--- src/rtl/ltm_frame_reader.sv ---
// LTM panel timing generator and SDRAM read-FIFO pixel unpacker.
// Read requests lead DEN by RD_LAT+1 clocks so each returned word pair lands on its pixel.
module ltm_frame_reader #(
    parameter int H_ACTIVE = 800,
    parameter int H_SYNC   = 1,
    parameter int H_BP     = 215,
    parameter int H_FP     = 40,
    parameter int V_ACTIVE = 480,
    parameter int V_SYNC   = 1,
    parameter int V_BP     = 22,
    parameter int V_FP     = 22,
    parameter int RD_LAT   = 1
) (
    input  logic        iClk,
    input  logic        iRst,
    input  logic        iDisp_En,
    input  logic        iClr_Err,
    input  logic [15:0] iRd1_data,
    input  logic [15:0] iRd2_data,
    input  logic        iRd_empty,
    output logic        oRd_req,
    output logic        oRd_load,
    output logic [7:0]  oLCD_R,
    output logic [7:0]  oLCD_G,
    output logic [7:0]  oLCD_B,
    output logic        oHD,
    output logic        oVD,
    output logic        oDEN,
    output logic        oUnderflow
);

    localparam int H_TOTAL     = H_SYNC + H_BP + H_ACTIVE + H_FP;
    localparam int V_TOTAL     = V_SYNC + V_BP + V_ACTIVE + V_FP;
    localparam int HW          = $clog2(H_TOTAL);
    localparam int VW          = $clog2(V_TOTAL);
    localparam int H_ACT_START = H_SYNC + H_BP;
    localparam int H_ACT_END   = H_ACT_START + H_ACTIVE;
    localparam int V_ACT_START = V_SYNC + V_BP;
    localparam int V_ACT_END   = V_ACT_START + V_ACTIVE;
    localparam int REQ_START   = H_ACT_START - RD_LAT - 1;
    localparam int REQ_END     = H_ACT_END - RD_LAT - 1;

    localparam logic [HW-1:0] H_LAST   = HW'(H_TOTAL - 1);
    localparam logic [VW-1:0] V_LAST   = VW'(V_TOTAL - 1);
    localparam logic [HW-1:0] H_ZERO   = {HW{1'b0}};
    localparam logic [VW-1:0] V_ZERO   = {VW{1'b0}};
    localparam logic [HW-1:0] H_ONE    = HW'(1);
    localparam logic [VW-1:0] V_ONE    = VW'(1);

    // Word pair layout: w1 = 0 G[7:3] B[7:0] xx, w2 = 0 G[2:0] xx R[7:0] xx
    function automatic logic [23:0] unpackPixel(input logic [15:0] w1, input logic [15:0] w2);
        return {w2[9:2], w1[14:10], w2[14:12], w1[9:2]};
    endfunction

    logic [HW-1:0]     hCnt_r;
    logic [VW-1:0]     vCnt_r;
    logic              started_r;
    logic              en_r;
    logic [RD_LAT-1:0] goodPipe_r;
    logic              hd_r;
    logic              vd_r;
    logic              den_r;
    logic              rdReq_r;
    logic              rdLoad_r;
    logic              underflow_r;
    logic [7:0]        lcdR_r;
    logic [7:0]        lcdG_r;
    logic [7:0]        lcdB_r;

    logic              frameStart_s;
    logic              hLast_s;
    logic              vLast_s;
    logic              hActive_s;
    logic              vActive_s;
    logic              reqWin_s;
    logic              rdGood_s;
    logic [RD_LAT:0]   goodChain_s;
    logic              pixValid_s;
    logic [23:0]       pix_s;
    logic              unusedBits_s;

    // Decode the raster position and the request/data alignment chain
    always_comb begin
        frameStart_s = (hCnt_r == H_ZERO) && (vCnt_r == V_ZERO);
        hLast_s      = (hCnt_r == H_LAST);
        vLast_s      = (vCnt_r == V_LAST);
        hActive_s    = (hCnt_r >= HW'(H_ACT_START)) && (hCnt_r < HW'(H_ACT_END));
        vActive_s    = (vCnt_r >= VW'(V_ACT_START)) && (vCnt_r < VW'(V_ACT_END));
        reqWin_s     = (hCnt_r >= HW'(REQ_START)) && (hCnt_r < HW'(REQ_END));
        rdGood_s     = rdReq_r && !iRd_empty;
        goodChain_s  = {goodPipe_r, rdGood_s};
        pixValid_s   = goodChain_s[RD_LAT] && hActive_s && vActive_s;
        pix_s        = unpackPixel(iRd1_data, iRd2_data);
    end

    assign unusedBits_s = ^{iRd1_data[15], iRd1_data[1:0], iRd2_data[15], iRd2_data[11:10], iRd2_data[1:0]};

    // Raster counters
    always_ff @(posedge iClk) begin
        if (iRst) begin
            hCnt_r <= H_ZERO;
            vCnt_r <= V_ZERO;
        end else if (hLast_s) begin
            hCnt_r <= H_ZERO;
            vCnt_r <= vLast_s ? V_ZERO : (vCnt_r + V_ONE);
        end else begin
            hCnt_r <= hCnt_r + H_ONE;
        end
    end

    // Frame enable: the first frame start after reset is skipped so that frame is always blank
    always_ff @(posedge iClk) begin
        if (iRst) begin
            started_r <= 1'b0;
            en_r      <= 1'b0;
        end else if (frameStart_s) begin
            started_r <= 1'b1;
            en_r      <= started_r && iDisp_En;
        end
    end

    // Track which outstanding requests will return usable data
    always_ff @(posedge iClk) begin
        if (iRst) begin
            goodPipe_r <= {RD_LAT{1'b0}};
        end else begin
            goodPipe_r <= goodChain_s[RD_LAT-1:0];
        end
    end

    // Registered panel timing, request and pixel outputs
    always_ff @(posedge iClk) begin
        if (iRst) begin
            hd_r     <= 1'b1;
            vd_r     <= 1'b1;
            den_r    <= 1'b0;
            rdReq_r  <= 1'b0;
            rdLoad_r <= 1'b0;
            lcdR_r   <= 8'h00;
            lcdG_r   <= 8'h00;
            lcdB_r   <= 8'h00;
        end else begin
            hd_r     <= (hCnt_r >= HW'(H_SYNC));
            vd_r     <= (vCnt_r >= VW'(V_SYNC));
            den_r    <= hActive_s && vActive_s;
            rdReq_r  <= en_r && reqWin_s && vActive_s;
            rdLoad_r <= frameStart_s;
            {lcdR_r, lcdG_r, lcdB_r} <= pixValid_s ? pix_s : 24'h000000;
        end
    end

    // Sticky underflow flag; a new underflow outranks a same-cycle clear
    always_ff @(posedge iClk) begin
        if (iRst) begin
            underflow_r <= 1'b0;
        end else if (rdReq_r && iRd_empty) begin
            underflow_r <= 1'b1;
        end else if (iClr_Err) begin
            underflow_r <= 1'b0;
        end
    end

    assign oRd_req    = rdReq_r;
    assign oRd_load   = rdLoad_r;
    assign oLCD_R     = lcdR_r;
    assign oLCD_G     = lcdG_r;
    assign oLCD_B     = lcdB_r;
    assign oHD        = hd_r;
    assign oVD        = vd_r;
    assign oDEN       = den_r;
    assign oUnderflow = underflow_r;

endmodule

--- config.mk ---
export PLATFORM = sky130hd
export DESIGN_NAME = ltm_frame_reader
export DESIGN_NICKNAME = d
export VERILOG_FILES = /design/src/rtl/ltm_frame_reader.sv
export SDC_FILE = /design/constraint.sdc
export NUM_CORES = 1
export LEC_CHECK = 0
export ABC_AREA = 1
export BUFFER_PORTS_ARGS = -buffer_cell sky130_fd_sc_hd__buf_2
export CORE_MARGIN = 5
export CORE_UTILIZATION = 30
export DETAILED_ROUTE_END_ITERATION = 7
export PLACE_DENSITY = 0.55
export RECOVER_POWER = 25
export SLEW_MARGIN = 40
export SYNTH_ARGS = -nofsm -noshare
export SYNTH_HDL_FRONTEND = slang
export SYNTH_SLANG_ARGS = --single-unit
--- constraint.sdc ---
create_clock -name iClk -period 3.7 [get_ports iClk]
set_input_delay 0.37 -clock iClk [delete_from_list [all_inputs] [get_ports iClk]]
set_output_delay 0.37 -clock iClk [all_outputs]
set_load 0.01 [all_outputs]
== Word-level counts from Yosys, hierarchy flattened ==
Cells that the tools add are included.
Widths: inputs -> output; s select.

* Input port bits: 37
* Word-level logic and storage cells: 48
* Register bits: 54

* Bitwise gates (word level): 1
* Add/subtract/negate cells: 2
* Mux-type cells: 3
* Reduce and logical (&&, ||, !) cells: 18
* Order comparisons: 8
* Eq/ne operators: 2

{| class="wikitable"
|+ Operators by type and width
! cell !! number
|-
| $ge 11x8->1 const B || 2
|-
| $lt 11x10->1 const B || 2
|-
| $logic_and 1x1->1 || 12
|-
| $add 11x1->11 const B || 1
|-
| $eq 11x11->1 const B || 1
|-
| $ge 11x1->1 const B || 1
|-
| $logic_not 11->1 || 1
|-
| $add 10x1->10 const B || 1
|-
| $eq 10x10->1 const B || 1
|-
| $ge 10x1->1 const B || 1
|-
| $ge 10x5->1 const B || 1
|-
| $logic_not 10->1 || 1
|-
| $lt 10x9->1 const B || 1
|-
| $mux 10 || 1
|-
| $reduce_or 2->1 || 2
|-
| $mux 1 || 2
|-
| $reduce_bool 2->1 || 1
|-
| $logic_not 1->1 || 1
|-
| $not 1->1 || 1
|}

== Logic depth before layout (Yosys ltp) ==
* Word-level depth: 6
* Mapped depth: 10

== Least setup slack after synthesis ==
OpenSTA, ideal clock, no wires.

* Kind: register to register
* Start point: register hCnt_r[0]
* End point: register vCnt_r[6]
* Cell stages (with the launch flop): 9
* Buffers on the path: 0
* Setup slack: 2.323 ns
* Data arrival time: 1.261 ns
* Library setup time: 0.116 ns
* Path through: dfxtp_1 -> ha_1 -> nand3_1 -> nor2_4 -> nand2_4 -> nand2_4 -> nand2_2 -> o21ai_0 -> nor2_1

* Word-level cells in the longest chain between the ends: 1

{| class="wikitable"
|+ Ends and longest elaborated chain
! what !! RTL line !! text
|-
| start: declaration || 55 || <nowiki>logic [HW-1:0] hCnt_r;</nowiki>
|-
| start signal: assignment || 107 || <nowiki>hCnt_r <= hCnt_r + H_ONE;</nowiki>
|-
| $eq 11x11->1 || 85 || <nowiki>hLast_s = (hCnt_r == H_LAST);</nowiki>
|-
| end signal: assignment || 105 || <nowiki>vCnt_r <= vLast_s ? V_ZERO : (vCnt_r + V_ONE);</nowiki>
|-
| end: declaration || 56 || <nowiki>logic [VW-1:0] vCnt_r;</nowiki>
|}

Every way passes these cells.
A chain may end at the register's enable or synchronous reset.

== Worst setup path in the final report ==
* Start point: register vCnt_r[0]
* End point: register lcdG_r[6], in the netlist oLCD_G[6]

* Word-level cells in the longest chain between the ends: 5
* Elaborated cells between the ends (all ways): 6
* Classes of those cells: order compare (2); bitwise (1); reduce/logical (3)

{| class="wikitable"
|+ Ends and longest elaborated chain
! what !! RTL line !! text
|-
| $ge 10x5->1 / $lt 10x9->1 (equally long branches) || 88 || <nowiki>vActive_s = (vCnt_r >= VW'(V_ACT_START)) && (vCnt_r < VW'(V_ACT_END));</nowiki>
|-
| $logic_and 1x1->1 (*) || 88 ||
|-
| $logic_and 1x1->1 (*) || 92 || <nowiki>pixValid_s = goodChain_s[RD_LAT] && hActive_s && vActive_s;</nowiki>
|-
| $not 1->1 (no source line) (*) || n/a ||
|-
| $reduce_or 2->1 (no source line) (*) || n/a ||
|-
| end signal: assignment || 148 || <nowiki>{lcdR_r, lcdG_r, lcdB_r} <= pixValid_s ? pix_s : 24'h000000;</nowiki>
|-
| end: declaration || 67 || <nowiki>logic [7:0] lcdG_r;</nowiki>
|}

Mark *: on every way between the ends. The rest lies on a longest branch, timed or not.

==> impl_metrics.csv <==
group,metric,value,unit
cts,postCtsSetupBuffers,0,
critical_path,critPathMaxFanout,24,
floorplanning,dieArea,10200,sq um
power,clkPwrFrac,37.5,%
placement,dp_hpwl,4.13,mm
cts,clkTransAtPathRegs,100,ps
floorplanning,io_pins,67,
cells_and_area,nets,429,
cells_and_area,fill_cells,885,
routing,wl_per_cell,10.7,um
power,switching_power,228,uW
synth,ys_warn_count,0,
cells_and_area,multi_input_area,1090,sq um
sta,setup_tns,0,ps
synth,yosys.area.top_type,"dfxtp_1",
synth,ys_seq_area_share,43.7,%
synth,synthTopCellsByArea,"dfxtp_1 44%, inv_1 9.4%, nand2_1 8.3%",
global_routing,grt_max_degree,25,
cells_and_area,final-seq-area,1080,sq um
synth,yosysMostFrequentCell,"inv_1",
worst_hold_path,hp-class,"in2reg",
routing,initialDrtViolationCount,95,
sta,hold_violations,0,
critical_path,worstPathCellList,"ha_1 -> nand2_1 -> nand2_1 -> nand2_1 -> nand3_2 -> inv_1 -> nor2_2 -> nand3_4 -> nor2_2",
critical_path,worstSetupStartpointType,"flop",
placement,gp_congestion,0.823,
global_routing,grt_usage,10.4,%
run_status,status,"finished, final reports clean",
routing,antenna_left,0,
global_routing,antenna_found_initial,0,
synth,synth_edf_count,0,
cells_and_area,syn2layout_area_growth,17.8,%
job,max_cap_violations,0,
synth,ys_top_cells_by_count,"62 x inv_1, 55 x nand2_1, 54 x dfxtp_1",
global_routing,grt_first_pass_wirelength,8.67,mm
critical_path,path_class,"reg2reg",
cts,hold_buffers,0,
synth,yosysTopAreaCellShare,43.7,%
power,intPower,817,uW
floorplanning,start_util,30.4,%
power,vdd_drop_max,154,uV
critical_path,max_stage_delay,390,ps
routing,num_vias,2080,
floorplanning,die_w,101,um
sta,finalMaxSlewViolations,0,
placement,post_dp_cell_area,2860,sq um
synth,synthesis.area,2470,sq um
synth,synth_cells,324,
cells_and_area,drive_gt1_share,22.0,%
synth,syn_avg_cell_area,7.64,sq um
floorplanning,die_height,101,um
power,leakage,1.37,nW
critical_path,cp.buffers_inverters,1,
sta,max_freq,579,MHz
critical_path,crit_slowest_cell,"dfxtp_1",
power,power_density,358,nW/um^2
power,power,1.04,mW
synth,syn_nets,368,
routing,firstDrtPassIters,4,
routing,via_per_inst,4.24,
cts,clk_root_buffer_cell,"clkbuf_8",
critical_path,required,3930,ps
cells_and_area,finish.utilization,35.9,%
critical_path,critPathCaptureType,"flop",
routing,drc_errors,0,
cts,clk_latency,300,ps
sta,fin_crit_sh,46.7,%
synth,ys_types,30,
cells_and_area,insertedDiodeCount,0,
synth,synthArstFlopShare,0,%
cts,cts.path.max_buffers,2,
power,swShare,21.8,%
power,seq_power_share,57.0,%
floorplanning,rows,33,
placement,numPortBuffers,58,
sta,tightest_slew,449,ps
sta,relSlewSlack,70.1,%
synth,synth_ff_type,"dfxtp_1",
sta,fin_skew,7.87,ps
cts,cts_inserted_buffers,5,
global_routing,overflow,0,
critical_path,cpLargestDelayFamily,"simple AND/OR/NAND/NOR gates",
cts,ctsResizeCount,0,
critical_path,arrival,1960,ps
cts,clock_sinks,54,
critical_path,path_common_cell,"nand2_1",
cells_and_area,fin_area,2920,sq um
power,comb_power_share,5.5,%
sta,fin_crit,1730,ps
floorplanning,fp.coreArea,8130,sq um
sta,setup_viol,0,
cts,cts_tree,"yes",
cts,ctsHtreeMaxLevel,2,
sta,rsz0062_at_grt,"no",
routing,wl,5.27,mm
global_routing,grt_pass1_vias,1924,
synth,ys_ff_latch,54,
## metrics by stage
step                instances  worst slack, ps  hold WS (ps)
floorplan                 324             2320           428
global placement          483             1980           439
detailed placement        483             1970           446
CTS                       491             1950           220
global route              491             1780           218
finish                    491             1970           230
## cells in the final DEF (no fill, tap or decap), types with 4 or more instances in the layout
master,n
inv_1,62
nand2_1,55
dfxtp_1,54
nor2_1,44
buf_2,39
nor2_2,22
clkbuf_1,20
nand3_1,15
nand4_1,12
a21oi_1,8
ha_1,7
nor3_1,6
xor2_1,5
clkbuf_8,5
nor2_4,4
o21ai_0,4
## power groups by stage
stage	combinational, mW	clock, mW	sequential [mW]
floorplan	0.0368	0	0.609
finish	0.0579	0.392	0.595
CTS	0.0633	0.410	0.596
global route	0.0660	0.430	0.597
detailed placement	0.0630	0	0.609
global placement	0.0619	0	0.609
## final timing paths
path / cells past startpoint / from / endpoint / slack, ps
worst max register to register: 9 / vCnt_r[0] / oLCD_G[6] / 1970
worst min register to register: 2 / oUnderflow / oUnderflow / 460
worst max-delay path: 9 / vCnt_r[0] / oLCD_G[6] / 1970
worst min-delay path: 2 / iRd_empty / goodPipe_r / 230
## flip-flops by register name, indices dropped and copies added (netlist names)
name	cells
oLCD_G	8
en_r	1
oHD	1
oUnderflow	1
oRd_req	1
started_r	1
oLCD_R	8
hCnt_r	11
oDEN	1
oVD	1
oRd_load	1
vCnt_r	10
oLCD_B	8
goodPipe_r	1
## cell families (layout without fill, tap and decap cells)
group                      Yosys count  in the layout  synth area share [%]
AOI/OAI and AO/OA                   20             20                  4.50
xor gates and xnor gates             5              5                  1.77
adders and majority gates            7              7                  3.54
buffers and inverters               68            130                  12.4
DFF                                 54             54                  43.7
and+or+nand+nor                    170            170                  34.1
## metal layers
metal	global-route usage [%]	share of wire, %	wire length, um	up-vias
li1	-	-	-	1113
met1	12.8	45	2340	941
met2	18.3	51	2700	22
met3	2.42	3.2	167	4
met4	2.80	1.0	53	0
met5	0	0	0	-
## final cells by class
cell class / instances / area share [%]
Inverter: 64 / 8.28
Timing Repair Buffer: 58 / 9.14
Sequential cell: 54 / 37.1
Clock buffer: 6 / 2.49
Tap cell: 105 / 4.50
Clock inverter: 2 / 1.29
Multi-Input combinational cell: 202 / 37.2
Power figures use the tool's default switching activity.
